<file path="config.mk">
export PLATFORM = sky130hd
export DESIGN_NAME = rr_mux_arbiter
export DESIGN_NICKNAME = d
export VERILOG_FILES = /design/src/rtl/rr_mux_arbiter.sv
export SDC_FILE = /design/constraint.sdc
export NUM_CORES = 1
export LEC_CHECK = 0
export BUFFER_PORTS_ARGS = -buffer_cell sky130_fd_sc_hd__buf_2
export CORE_MARGIN = 4
export CORE_UTILIZATION = 46
export CTS_CLUSTER_SIZE = 20
export DETAILED_ROUTE_END_ITERATION = 10
export GPL_TIMING_DRIVEN = 0
export PLACE_DENSITY = 0.95
export RECOVER_POWER = 100
export SYNTH_ARGS = -nofsm -noshare
export SYNTH_HDL_FRONTEND = slang
export SYNTH_SLANG_ARGS = --single-unit
</file>
<file path="constraint.sdc">
create_clock -name clk -period 7.13 [get_ports clk]
set_input_delay 1.0695 -clock clk [delete_from_list [all_inputs] [get_ports clk]]
set_output_delay 1.0695 -clock clk [all_outputs]
set_load 0.02 [all_outputs]
</file>
<file path="src/rtl/rr_mux_arbiter.sv">
// NCH-channel valid/ready arbiter (round-robin or fixed priority) into one registered output slot.
// Latency 1 cycle; the slot refills on the same edge it drains; in_ready drops while the slot is full and stalled.
module rr_mux_arbiter #(
  parameter int N    = 32,
  parameter int NCH  = 4,
  parameter int MODE = 0,
  parameter int SELW = (NCH > 1) ? $clog2(NCH) : 1
) (
  input  logic              clk,
  input  logic              rst_n,
  input  logic [NCH*N-1:0]  in_data,
  input  logic [NCH-1:0]    in_valid,
  output logic [NCH-1:0]    in_ready,
  output logic [N-1:0]      out_data,
  output logic              out_valid,
  input  logic              out_ready,
  output logic [SELW-1:0]   out_sel
);

  logic [SELW-1:0] ptr;
  logic [SELW-1:0] winner;
  logic [N-1:0]    win_data;
  logic            any_req;
  logic            load_en;

  assign any_req = |in_valid;
  assign load_en = ~out_valid | out_ready;

  // Winner is the requester with the smallest distance from ptr (round-robin)
  // or the smallest index (fixed priority).
  always_comb begin : arb
    int best;
    int off;
    best   = NCH;
    off    = 0;
    winner = '0;
    for (int i = 0; i < NCH; i++) begin
      if (MODE == 0) begin
        off = i - int'(ptr);
        if (off < 0) off = off + NCH;
      end else begin
        off = i;
      end
      if (in_valid[i] && (off < best)) begin
        best   = off;
        winner = SELW'(i);
      end
    end
  end

  always_comb begin
    win_data = '0;
    in_ready = '0;
    for (int i = 0; i < NCH; i++) begin
      if (winner == SELW'(i)) begin
        win_data    = in_data[i*N +: N];
        in_ready[i] = rst_n & load_en & any_req;
      end
    end
  end

  always_ff @(posedge clk or negedge rst_n) begin
    if (!rst_n) begin
      out_data  <= '0;
      out_valid <= 1'b0;
      out_sel   <= '0;
      ptr       <= '0;
    end else if (load_en) begin
      if (any_req) begin
        out_data  <= win_data;
        out_sel   <= winner;
        out_valid <= 1'b1;
        // Wrap at NCH, not 2^SELW, so non-power-of-2 channel counts stay in range.
        if (MODE == 0) begin
          ptr <= (winner == SELW'(NCH - 1)) ? '0 : winner + 1'b1;
        end
      end else begin
        out_valid <= 1'b0;
      end
    end
  end

endmodule

</file>
== Word level (Yosys, flattened, before mapping) ==
Cells that the tools add are included.

* Flip-flop bits (word level): 37
* Bits of input ports: 135
* Word-level logic and storage cells: 55
* Output and inout port bits: 39

* Reduce and logical (&&, ||, !) cells: 7
* Multiplexer cells: 20
* Add/sub/neg operators: 9
* Equal/unequal tests: 3
* Bitwise gates (word level): 4
* Magnitude comparators: 8

{| class="wikitable"
|+ Operators with widths
! kind !! number
|-
| $mux W32 || 11
|-
| $lt A32 B32 Y1 || 3
|-
| $lt A32 B4 Y1 const B || 1
|-
| $add A3 B4 Y5 const B || 4
|-
| $lt A3 B1 Y1 const B || 4
|-
| $mux W1 || 6
|-
| $mux W2 || 3
|-
| $sub A1 B2 Y3 const A || 2
|-
| $sub A2 B2 Y3 const A || 2
|-
| $eq A2 B2 Y1 const B || 2
|-
| $logic_and A1 B1 Y1 || 4
|-
| $reduce_or A4 Y1 || 1
|-
| $add A2 B1 Y2 const B || 1
|-
| $and A1 B1 Y1 || 2
|-
| $eq A2 B1 Y1 const B || 1
|-
| $logic_not A2 Y1 || 1
|-
| $reduce_and A2 Y1 || 1
|-
| $not A1 Y1 || 1
|-
| $or A1 B1 Y1 || 1
|}

== Depth between registers and ports, before layout ==
* Word-level depth: 20
* Mapped depth: 19
* Mapped depth without buffers: 17

== Least setup slack after synthesis ==
Ideal clock, no wire load.

* Path type: input to output
* Start point: input in_valid[0]
* End point: output in_ready[2]
* Setup slack: 2.161 ns
* Required time: 6.060 ns
* Buffers on the path: 3
* Arrival: 3.899 ns
* Stages: 16
* Path through: buf_6 > nor3_1 > a21oi_1 > ha_1 > o22ai_1 > o21ai_0 > nor2_1 > a21o_1 > ha_1 > o32ai_1 > a21oi_1 > and2_1 > ha_1 > buf_2 > buf_1 > and3_1

* Cells in the longest elaborated chain, start to end: 13
* Elaborated cells between the ends (all ways): 17
* Classes of those cells: 3 x order compare; 1 x eq/ne; 7 x mux; 1 x bitwise; 5 x reduce/logical

{| class="wikitable"
|+ Ends and longest elaborated chain
! element !! line !! source
|-
| from (decl) || 12 || <nowiki>input logic [NCH-1:0] in_valid,</nowiki>
|-
| $logic_and A1 B1 Y1 || 44 || <nowiki>if (in_valid[i] && (off < best)) begin</nowiki>
|-
| $mux W32 || 44 ||
|-
| $lt A32 B32 Y1 || 44 ||
|-
| $logic_and A1 B1 Y1 || 44 ||
|-
| $mux W32 || 44 ||
|-
| $lt A32 B32 Y1 || 44 ||
|-
| $logic_and A1 B1 Y1 || 44 ||
|-
| $mux W32 || 44 ||
|-
| $lt A32 B32 Y1 || 44 ||
|-
| $logic_and A1 B1 Y1 || 44 ||
|-
| $mux W2 || 44 ||
|-
| $eq A2 B2 Y1 || 55 || <nowiki>if (winner == SELW'(i)) begin</nowiki>
|-
| $mux W1 * || 55 ||
|-
| to (decl) || 13 || <nowiki>output logic [NCH-1:0] in_ready,</nowiki>
|}

Mark *: on every way between the ends. The rest lies on a longest branch, timed or not.

== Final worst setup path ==
* Start point: input in_valid[1]
* End point: output in_ready[2]

* Cells in the longest elaborated chain, start to end: 10
* Elaborated cells between the ends (all ways): 14
* Classes of those cells: 2 x order compare; 1 x eq/ne; 6 x mux; 1 x bitwise; 4 x reduce/logical

{| class="wikitable"
|+ Ends and longest elaborated chain
! element !! line
|-
| $logic_and A1 B1 Y1 || 44
|-
| $mux W32 || 44
|-
| $lt A32 B32 Y1 || 44
|-
| $logic_and A1 B1 Y1 || 44
|-
| $mux W32 || 44
|-
| $lt A32 B32 Y1 || 44
|-
| $logic_and A1 B1 Y1 || 44
|-
| $mux W2 || 44
|-
| $eq A2 B2 Y1 || 55
|-
| $mux W1 * || 55
|}

Marked as above.

==> reports/metrics.yaml <==
synth:
  syn_area_um2: 2600
  async_reset_ff_frac: 1.00
  ys_ff_latch: 37
  synthCells: 316
  synthTopCellsByArea: "dfrtp_1 36%, a221oi_1 11%, a211o_1 10%"
  synth_edf_count: 0
  avgSynthCellArea_um2: 8.24
  yosysTopAreaCellShare: 0.356
  ys.flop_type: "dfrtp_1"
  syn-num-nets: 457
  yosysWarnings: 0
  synth-seq-area-share: 0.356
  yosys.area.top_type: "dfrtp_1"
  synth_cell_types: 34
global_routing:
  grt_pass1_wl_mm: 14.5
  grt_start_max_net_pins: 42
  grt_usage: 0.252
  grt_pass1_vias: 3086
  antenna_found_initial: 0
  grt.overflow.total: 0
clock_network:
  tritoncts: "yes"
  clk_latency_ns: 0.28
  cts_buffer_depth: 2
  ctsHtreeMaxLevel: 2
  clkSinkCount: 37
  cts_setup_buffers: 0
  numCtsBuffers: 5
  cts_resized: 0
  cts_hold_buffers: 0
  path_clk_slew_ns: 0.07
  clockRootBuffer: "clkbuf_8"
place:
  port_buffers: 172
  dp_hpwl_mm: 7.27
  place.gp.congestion: 0.875
  place_inst: 560
timing:
  fin_crit_ns: 6.17
  fin_crit_sh: 0.865
  relSlewSlack: -0.375
  rsz0062_at_grt: "false"
  setup_viol: 0
  finalClockSkew_ns: 0.00881
  tightest_slew_ns: 2.06
  hold_viol_final: 0
  slew_violations: 42
  final.setup.tns_ns: 0
  timing.fmax_mhz: 162
routing:
  routed_wl_mm: 9.31
  drtPass1Iterations: 5
  ant_nets: 0
  vias: 3196
  first_iter_violations: 191
  post_drt_wl_per_cell_um: 16.4
  drcViolationCount: 0
  viasPerCell: 5.63
floorplan:
  die_h_um: 83.2
  dieArea_um2: 6930
  initial_utilization: 0.473
  die_x_um: 83.2
  core_um2: 5510
  rows: 27
  ioPinCount: 174
worst_setup_path:
  r2r_slack_ns: 2.27
  startpoint_type: "input pin"
  r2r_start: "ptr[0]"
  crit_start: "in_valid[1]"
  worstPathMaxFanout: 10
  cp.arrival_ns: 5.10
  path_class: "in -> out"
  r2r-end: "out_data[24]"
  r2r_cells: 19
  endpoint_kind: "output pin"
  cp_data_required_time_ns: 6.06
hold_path:
  whs_path_depth: 2
  hp-class: "reg -> reg"
  hold_path.startpoint: "out_data[20]"
  worstHoldEndpoint: "out_data[20]"
run_status:
  violations: "max-capacitance violations, max-slew violations"
  status: "complete, but fails checks"
power_and_ir_drop:
  power_density_nw_per_um2: 521
  p_clk_frac: 0.075
  switchingPower_uw: 946
  p_sw_frac: 0.511
  power.leakage_nw: 1.79
  seq_power_share: 0.207
  power.internal_uw: 904
  peakVddDrop_v: 0.000235
  comb_power_share: 0.718
job:
  cap_violations: 1
finish:
  multi_input_area_um2: 1360
  final_nets: 636
  seqCellArea_um2: 926
  final_cells: 568
  drive_gt1_frac: 0.310
  antenna_cells: 0
  area_delta_synth_final_pct: 36.3
  fill_cells: 530
flip-flops by register name, indices dropped and copies added, names as in the netlist:
name       count
ptr            2
out_valid      1
out_data      32
out_sel        2
power groups by stage:
stage	Sequential, mW	Clock [mW]	Combinational, mW
4_1_cts	0.378	0.142	1.38
3_3_place_gp	0.376	0	1.33
6_report	0.383	0.140	1.33
5_1_grt	0.395	0.156	1.43
2_1_floorplan	0.503	0	0.861
3_5_place_dp	0.381	0	1.37
metrics by stage:
step           total power, mW  setup slack [ns]  hold slack, ns  cell area (µm²)  utilization
2_1_floorplan             1.36              2.16           0.554             2600            -
3_3_place_gp              1.71              1.65           0.519             3550        0.646
3_5_place_dp              1.75              1.48           0.534             3550        0.646
4_1_cts                   1.89              1.43           0.551             3640        0.661
5_1_grt                   1.99             0.739           0.577             3550        0.645
6_report                  1.85             0.961           0.554             3550        0.645
cell type report:
class	count	share of cell area
clock inverter	2	0.00282
timing repair buffer	172	0.229
inverter	37	0.0391
buffer	30	0.0391
sequential	37	0.261
multi-input combinational	212	0.384
clock buffer	6	0.0204
tap	72	0.0254
cells in the mapped netlist (2+ instances only):
| cell type | count |
|---|---|
| a21oi_1 | 7 |
| nand2_1 | 36 |
| a221oi_1 | 32 |
| nor2_1 | 35 |
| ha_1 | 6 |
| nand2b_1 | 2 |
| a211o_1 | 31 |
| buf_2 | 13 |
| and3_1 | 6 |
| and2_1 | 2 |
| o21ai_0 | 4 |
| o21ai_1 | 2 |
| dfrtp_1 | 37 |
| buf_4 | 3 |
| buf_6 | 2 |
| nor3_1 | 2 |
| clkbuf_1 | 11 |
| a31oi_1 | 32 |
| nor2b_1 | 2 |
| inv_1 | 37 |
per-layer routing:
metal / part of all wire / up-vias / GRT usage / wire length, µm
met4: 0.016 / 0 / 0.0758 / 147
met5: 0 / - / 0 / 0
met2: 0.51 / 158 / 0.456 / 4740
met3: 0.080 / 12 / 0.0724 / 749
li1: - / 1510 / - / -
met1: 0.39 / 1516 / 0.286 / 3670
placed cells by master, fill, tap and decap left out, types with 2 or more instances in the layout:
cell type,Yosys,final
a31oi_1,32,32
a21oi_1,7,7
nor2_1,35,35
buf_6,2,2
a221oi_1,32,32
inv_1,37,37
a211o_1,31,31
o21ai_0,4,4
nor3_1,2,2
nand2_1,36,36
buf_2,13,142
clkbuf_1,11,59
clkbuf_8,0,5
and3_1,6,6
dfrtp_1,37,37
ha_1,6,6
nor2b_1,2,3
o21ai_1,2,2
nand2b_1,2,2
clkinv_2,0,2
logic make-up after synthesis:
family          count (synthesis)  share of synthesized area
buf+inv                        67                      0.113
simple gates                   91                      0.160
compound gates                115                      0.342
fa+ha+maj                       6                     0.0288
flops                          37                      0.356
worst max-delay path, stage by stage:
cell,delay (ns)
clkbuf_1,0.25
o21ai_0,0.15
a21oi_1,0.26
ha_1,0.24
o22ai_1,0.09
o21ai_0,0.48
nor2_1,0.08
a21o_1,0.17
ha_1,0.27
o32ai_1,0.08
a21oi_1,0.30
and2_0,0.24
ha_1,0.19
clkbuf_1,0.38
clkbuf_1,0.43
and3_1,0.23
buf_2,0.17
worst max-delay path by stage:
stage,end,slack [ns],cells past startpoint
after floorplan,in_ready[2],2.16,16
after global placement,in_ready[2],1.65,18
after detailed placement,in_ready[2],1.48,18
after CTS,in_ready[2],1.43,18
after global routing,in_ready[2],0.74,18
final,in_ready[2],0.96,17
Note: power is estimated with default switching activity, not from simulation.
